==> src/rtl/mem_access_ctrl.sv <==
// M-stage load/store sequencer: issues one req/ack transaction per memory instruction,
// stalls the pipeline while it is outstanding and raises a sticky bus error on timeout.
module mem_access_ctrl #(
  parameter int WIDTH   = 32,
  parameter int TIMEOUT = 15
) (
  input  logic             CLK,
  input  logic             RST,
  input  logic             MemWriteM,
  input  logic [1:0]       ResultSrcM,
  input  logic [2:0]       TypeM,
  input  logic [WIDTH-1:0] ALUResultM,
  input  logic [WIDTH-1:0] WriteDataM,
  output logic             MemReq,
  output logic             MemWe,
  output logic [WIDTH-1:0] MemAddr,
  output logic [WIDTH-1:0] MemWData,
  output logic [2:0]       MemType,
  input  logic             MemAck,
  input  logic [WIDTH-1:0] MemRData,
  output logic [WIDTH-1:0] ReadDataM,
  output logic             StallM,
  output logic             BusErr,
  output logic [1:0]       fsm_state
);

  localparam int CW = $clog2(TIMEOUT + 1);

  typedef enum logic [1:0] {
    IDLE = 2'd0,
    WAIT = 2'd1,
    DONE = 2'd2
  } state_t;

  state_t        state;
  logic [CW-1:0] cnt;
  logic          access;
  logic          timed_out;

  // A combined store+load encoding is sequenced as a store.
  assign access    = MemWriteM | (ResultSrcM == 2'b01);
  assign timed_out = (cnt == CW'(TIMEOUT - 1));
  assign fsm_state = state;

  // Stall is combinational so the detection cycle in IDLE already freezes the pipeline.
  always_comb begin
    StallM = 1'b0;
    if (!RST) begin
      StallM = ((state == IDLE) && access) || (state == WAIT);
    end
  end

  always_ff @(posedge CLK or posedge RST) begin
    if (RST) begin
      state     <= IDLE;
      cnt       <= '0;
      MemReq    <= 1'b0;
      MemWe     <= 1'b0;
      MemAddr   <= '0;
      MemWData  <= '0;
      MemType   <= '0;
      ReadDataM <= '0;
      BusErr    <= 1'b0;
    end else begin
      case (state)
        IDLE: begin
          if (access) begin
            MemAddr  <= ALUResultM;
            MemWData <= WriteDataM;
            MemType  <= TypeM;
            MemWe    <= MemWriteM;
            cnt      <= '0;
            MemReq   <= 1'b1;
            state    <= WAIT;
          end
        end
        WAIT: begin
          // Ack takes priority over a timeout landing in the same cycle.
          if (MemAck) begin
            if (!MemWe) ReadDataM <= MemRData;
            MemReq <= 1'b0;
            state  <= DONE;
          end else if (timed_out) begin
            BusErr <= 1'b1;
            if (!MemWe) ReadDataM <= '0;
            MemReq <= 1'b0;
            state  <= DONE;
          end else begin
            cnt <= cnt + CW'(1);
          end
        end
        DONE: begin
          state <= IDLE;
        end
        default: begin
          MemReq <= 1'b0;
          state  <= IDLE;
        end
      endcase
    end
  end

endmodule

==> config.mk <==
export PLATFORM = sky130hd
export DESIGN_NAME = mem_access_ctrl
export DESIGN_NICKNAME = d
export VERILOG_FILES = /design/src/rtl/mem_access_ctrl.sv
export SDC_FILE = /design/constraint.sdc
export NUM_CORES = 1
export LEC_CHECK = 0
export CAP_MARGIN = 25
export CORE_AREA = 2 2 72 143
export CTS_CLUSTER_DIAMETER = 150
export DETAILED_ROUTE_END_ITERATION = 6
export DIE_AREA = 0 0 74 145
export GPL_TIMING_DRIVEN = 0
export MAX_ROUTING_LAYER = met4
export PLACE_DENSITY_LB_ADDON = 0.2
export SLEW_MARGIN = 25
export SYNTH_ARGS = -nofsm -noshare
export SYNTH_HDL_FRONTEND = slang
export SYNTH_SLANG_ARGS = --single-unit
==> constraint.sdc <==
create_clock -name CLK -period 10.8 [get_ports CLK]
set_input_delay 3.24 -clock CLK [delete_from_list [all_inputs] [get_ports CLK]]
set_output_delay 3.24 -clock CLK [all_outputs]
set_load 0.01 [all_outputs]
==> reports/metrics.yaml, run 1 <==
place:
  place_congestion: 0.755
  preCtsSetupSlack_ns: 2.90
  hpwlAfterDp_mm: 7.96
  port_buffers: 209
worst_setup_path:
  path_max_fanout: 2
  critical_path.startpoint: "ResultSrcM[0]"
  start_kind: "primary input"
  arrival_ns: 4.66
  critical_path_buf_inv_count: 2
  cpMaxStageDelayCell: "clkdlybuf4s50_1"
  cp_slowest_stage_delay_ns: 0.56
  worstSetupPathType: "primary input to output port"
  worstPathRequired_ns: 7.56
  crit_chain: "clkdlybuf4s50_1 > nor2b_1 > nor3_1 > nor3_1 > clkdlybuf4s50_1"
  r2r_start: "cnt[0]"
  end_kind: "output port"
  crit_family: "buffers and inverters"
synthesis:
  synth.net_count: 365
  yosysSeqAreaShare_pct: 66.5
  yosysMostFrequentCell: "dfrtp_1"
  yosys.area.top_type: "dfrtp_1"
  synth_top_area_share_pct: 66.5
  synthTopCellsByCount: "dfrtp_1, mux2_2, a22o_1, buf_2, mux2_1"
  avgSynthCellArea_sq_um: 15.8
  synth-seq-cells: 108
  netlist_area_sq_um: 4060
  synth.top_cells.by_area: "dfrtp_1, mux2_2, a22o_1, mux2_1, buf_2"
  synth_cell_type_count: 24
  async_flop_share_pct: 100
  ys.flop_type: "dfrtp_1"
  synthCells: 258
  synth_edf_count: 0
  ys_warn_count: 0
routing:
  wirelength_mm: 10.2
  vias: 2968
  wl_per_cell_microns: 16.6
  viasPerCell: 4.82
  drt_iter0_drc: 97
  drt-pass1-iter-count: 3
  drc: 0
  ant_nets: 0
die:
  start_util_pct: 42.2
  dieArea_sq_um: 10700
  die-width_microns: 74
  core.rowCount: 51
  ios: 210
  die_y_microns: 145
  core_sq_um: 9640
power:
  leakage_nw: 2.86
  ir_drop_mv: 0.180
  power-per-cell-area_nw_per_um2: 284
  power_mw: 1.88
layout:
  fill_cells: 706
  nets: 586
  drive_gt1_share_pct: 19.4
  diodes: 0
  syn_to_final_growth_pct: 63.2
  fin_util_pct: 68.8
global_routing:
  grt_max_degree: 59
  grt_pass1_vias: 3303
  grt_pass1_wl_mm: 16.2
  grt_usage_pct: 20.2
  overflow: 0
  antenna_found_initial: 0
clock_tree:
  tritoncts: "yes"
  root_buffer: "clkbuf_16"
  clkSlewWorstSetupHoldPaths_ns: 0.07
  cts_resized: 0
  clk_path_buf_depth: 2
  cts.sinks: 108
  htreeDepth: 3
  hold_buffers: 0
  clk_latency_ns: 0.34
  cts_made_buffers: 9
  cts_setup_buffers: 0
timing:
  fmax_ghz: 0.127
  period_needed_ns: 7.90
  rsz0062_at_grt: "false"
  maxSlewViolCount: 0
  hold_viol: 0
  tightest_slew_ns: 0.494
  finalSetupViolCount: 0
  finalCritPeriodShare_pct: 73.1
  clock_skew_ns: 0.00822
  tns_ns: 0
  slew_headroom_pct: 67.1
  worst_slack_ns: 2.90
min_path:
  hold_path_class: "flop to flop"
  hold_path.startpoint: "BusErr"
outcome:
  status: "completed"
flow_run:
  drv_cap: 0
==> per-stage QoR <==
step           cell area, sq um  hold WS, ns  std cells
4_1_cts                    6630        0.477        616
6_report                   6630        0.466        616
2_1_floorplan              4060        0.493        258
3_3_place_gp               6320        0.447        599
3_5_place_dp               6350        0.460        600
5_1_grt                    6630        0.499        616
==> layout by cell type (no fill, tap or decap), types with 2 or more instances in the layout <==
master	synthesis	layout
clkinv_4	0	3
or3_1	2	2
inv_6	0	2
clkinv_2	0	2
nor2_1	5	5
nand2_1	3	3
dfrtp_1	108	108
ha_1	2	2
mux2_1	9	9
a22o_1	33	33
nor3_1	2	2
mux2_2	59	59
nand3_1	5	5
clkdlybuf4s50_1	0	209
xor2_1	2	2
buf_2	10	10
inv_1	3	2
o21ai_0	2	2
clkbuf_16	0	9
buf_6	4	4
==> cell families (layout without fill, tap and decap cells) <==
group | after synthesis | count (layout) | synth area share, %
XOR/XNOR | 2 | 2 | 0.431
adder cells (fa/ha/maj) | 2 | 2 | 0.616
multiplexers | 68 | 68 | 18.8
AO/OA/AOI/OAI | 39 | 39 | 8.10
AND/OR/NAND/NOR | 21 | 21 | 2.80
buffers and inverters | 18 | 244 | 2.71
flip-flops | 108 | 108 | 66.5
==> final cells by class <==
type                    instances  area, sq um  area share [%]
plain buffers                  15         98.8            1.49
well taps                     132          165            2.49
multi-input cells             132         1250            18.9
repair buffers                210         2120            32.0
clock buffers                   9          225            3.40
flip-flops and latches        108         2700            40.8
inverters                       3         16.3           0.245
clock inverters                 7         52.6           0.792
==> state kept, by name, indices dropped and copies added, names as in the netlist <==
name	count
fsm_state	2
MemReq	1
MemWData	32
ReadDataM	32
cnt	4
MemAddr	32
MemWe	1
BusErr	1
MemType	3
==> report_power, final <==
part           switching [mW]  internal (mW)  total [mW]
Combinational           0.326          0.547       0.873
Clock                   0.145          0.158       0.303
Sequential              0.106          0.600       0.706
Total                   0.577           1.30        1.88
==> worst paths after layout <==
kind                                end  slack (ns)  cells after the start
max in group asynchronous  MemWData[20]        6.82                      3
setup reg to reg                 cnt[1]        8.92                      7
min in group asynchronous        BusErr        3.34                      2
setup / recovery                 StallM        2.90                      5
hold / removal                   BusErr        0.47                      1
hold reg to reg                  BusErr        0.47                      1
==> worst register-to-register path, delay by kind of cell, from the launching register on <==
kind / cells / cell delay (ns)
fa+ha+maj: 1 / 0.19
mux: 1 / 0.33
buf+inv: 2 / 0.22
flops: 1 / 0.41
simple gates: 3 / 0.62
==> routing by layer <==
layer  track usage, %  vias to the layer above  wire length, microns
met3             4.31                       29                   611
li1                 -                     1371                     -
met2             34.3                      130                  5480
met1             21.2                     1438                  3720
met4             9.91                        0                   391
met5                -                        -                     0
Power figures use the tool's default switching activity.
==> run 2, diff against run 1 <==
Settings changed: CORE_AREA 2 2 72 143 to 2 2 79 156, DIE_AREA 0 0 74 145 to 0 0 81 158.
Clock period 10.8 ns to 6.4 ns, I/O delays scaled along.
==> run 2 against run 1 <==
  * Critical path depth unchanged
  * Non-clock buffer count unchanged
  * Via count increased by 0.13%
  * Register-to-register slack got worse by 4.5 ns
  * Largest power group unchanged
  * Highest routed layer unchanged
==> reports/metrics.yaml, run 2 (synthesis results as in run 1) <==
global_routing:
  top_usage_layer: "met2"  # unchanged
  met2_usage_pct: 31.2  # was 34.3%
  overflow: 0  # unchanged
  grt_pass1_vias: 3317  # was 3,303
  use_met3_pct: 4.33  # was 4.31%
  grt_max_degree: 73  # was 59
  grt_usage_pct: 17.4  # was 20.2%
  grt_pass1_wl_mm: 16.5  # was 16.2 mm
  antenna_found_initial: 0  # unchanged
  met1_usage_pct: 17.5  # was 21.2%
power:
  pwr-share-clk_pct: 17.7  # was 16.1%
  p_seq_share_pct: 36.7  # was 37.5%
  p_int_mw: 2.27  # was 1.30 mW
  swShare_pct: 29.7  # was 30.7%
  comb_power_share_pct: 45.6  # was 46.4%
  leakage_nw: 2.87  # was 2.86 nW
  power.switching_uw: 960  # was 577 uW
  power-per-cell-area_nw_per_um2: 485  # was 284 nW/um^2
  power_mw: 3.23  # was 1.88 mW
  ir_drop_mv: 0.398  # was 0.180 mV
timing:
  tns_ns: 0  # unchanged
  clock_skew_ns: 0.00990  # was 0.00822 ns
  hold_viol: 0  # unchanged
  finalCritPeriodShare_pct: 83.3
  finalSetupViolCount: 0  # unchanged
  period_needed_ns: 5.33
  rsz0062_at_grt: "false"  # unchanged
  maxSlewViolCount: 0  # unchanged
  worst_slack_ns: 1.07  # was 2.90 ns
  slew_headroom_pct: 66.7  # was 67.1%
  fmax_ghz: 0.188
  tightest_slew_ns: 0.500  # was 0.494 ns
layout:
  fill_cells: 994  # was 706
  fin_area_sq_um: 6670  # was 6630 sq um
  fin_cells: 626  # was 616
  layout_common_cells: "clkdlybuf4s50_1, dfrtp_1, mux2_2"  # unchanged
  syn_to_final_growth_pct: 64.2  # was 63.2%
  reg.largest.list: "MemAddr: 32 flops, MemWData: 32 flops, ReadDataM: 32 flops"  # unchanged
  drive_gt1_share_pct: 18.9  # was 19.4%
  diodes: 0  # unchanged
  nets: 586  # unchanged
  mostFrequentLayoutCell: "clkdlybuf4s50_1"  # unchanged
routing:
  ant_nets: 0  # unchanged
  viasPerCell: 4.75  # was 4.82
  wl_per_cell_microns: 17.0  # was 16.6 microns
  drt_iter0_drc: 98  # was 97
  wirelength_mm: 10.7  # was 10.2 mm
  drt-pass1-iter-count: 5  # was 3
  vias: 2972  # was 2,968
  drc: 0  # unchanged
die:
  start_util_pct: 34.9  # was 42.2%
  die_y_microns: 158  # was 145 microns
  dieArea_sq_um: 12800  # was 10,700 sq um
  ios: 210  # unchanged
  core_sq_um: 11600  # was 9640 sq um
  core.rowCount: 56  # was 51
  die-width_microns: 81  # was 74 microns
worst_setup_path:
  worstSetupPathType: "primary input to output port"  # unchanged
  arrival_ns: 3.41  # was 4.66 ns
  critical_path_buf_inv_count: 2  # unchanged
  cp_slowest_stage_delay_ns: 0.56  # about the same
  cpMaxStageDelayCell: "clkdlybuf4s50_1"  # unchanged
  end_kind: "output port"  # unchanged
  start_kind: "primary input"  # unchanged
  crit_family: "buffers and inverters"  # unchanged
  crit_chain: "clkdlybuf4s50_1 > nor2b_1 > nor3_1 > nor3_1 > clkdlybuf4s50_1"  # unchanged
  worstPathRequired_ns: 4.48  # was 7.56 ns
  path_max_fanout: 2  # unchanged
clock_tree:
  cts_made_buffers: 9  # unchanged
  clk_path_buf_depth: 2  # unchanged
  hold_buffers: 0  # unchanged
  htreeDepth: 3  # unchanged
  cts_resized: 0  # unchanged
  cts.sinks: 108  # unchanged
  clkSlewWorstSetupHoldPaths_ns: 0.07  # about the same
  clk_latency_ns: 0.33  # was 0.34 ns
  root_buffer: "clkbuf_16"  # unchanged
  tritoncts: "yes"  # unchanged
  cts_setup_buffers: 0  # unchanged
min_path:
  hold_path_class: "flop to flop"  # unchanged
place:
  place_congestion: 0.753  # was 0.755
  dp_cells: 613  # was 600
  preCtsSetupSlack_ns: 1.07  # was 2.90 ns
  port_buffers: 209  # unchanged
  dpl_cell_area_sq_um: 6370  # was 6350 sq um
  hpwlAfterDp_mm: 8.16  # was 7.96 mm
outcome:
  status: "completed"  # unchanged
flow_run:
  drv_cap: 0  # unchanged
-- run 2: cell count changes in the layout (fill, tap and decap cells not counted), sizes merged --
cell	delta
bufinv	+2
clkinv	-5
-- run 2: final timing paths --
kind                                from  slack (ns)  depth (start not counted)       endpoint
min in group asynchronous            RST        1.99                          2  ReadDataM[17]
min reg2reg                       BusErr        0.46                          1         BusErr
max in group asynchronous            RST        3.73                          3   MemWData[26]
max reg2reg                       cnt[0]        4.45                          7         cnt[1]
max                        ResultSrcM[0]        1.07                          5         StallM
min                               BusErr        0.46                          1         BusErr
-- run 2: metrics by stage --
step | utilization (%) | hold slack (ns)
5_1_grt | 57.4 | 0.485
6_report | 57.4 | 0.464
3_3_place_gp | 54.5 | 0.450
2_1_floorplan | - | 0.493
3_5_place_dp | 54.8 | 0.452
4_1_cts | 57.4 | 0.468
-- run 2: power by group through the flow --
stage	Sequential (mW)	Clock, mW	Combinational (mW)
3_3_place_gp	1.18	0	1.48
4_1_cts	1.19	0.591	1.51
6_report	1.19	0.571	1.48
5_1_grt	1.23	0.620	1.58
3_5_place_dp	1.20	0	1.50
2_1_floorplan	1.34	0	0.489
-- run 2: per-layer routing --
| layer | wire [microns] | part of all wire (%) | vias to the layer above |
|---|---|---|---|
| met1 | 3630 | 34 | 1457 |
| met4 | 283 | 2.7 | 0 |
| met5 | 0 | 0 | - |
| li1 | - | - | 1360 |
| met3 | 749 | 7.0 | 20 |
| met2 | 6000 | 56 | 135 |
-- run 2: cell type report --
class	instances	area (sq um)	area share, %
tap	145	181	2.72
clock buffer	9	225	3.38
multi-input combinational	132	1250	18.8
clock inverter	4	76.3	1.14
sequential	108	2700	40.5
inverter	3	16.3	0.244
buffer	15	98.8	1.48
timing repair buffer	210	2120	31.8
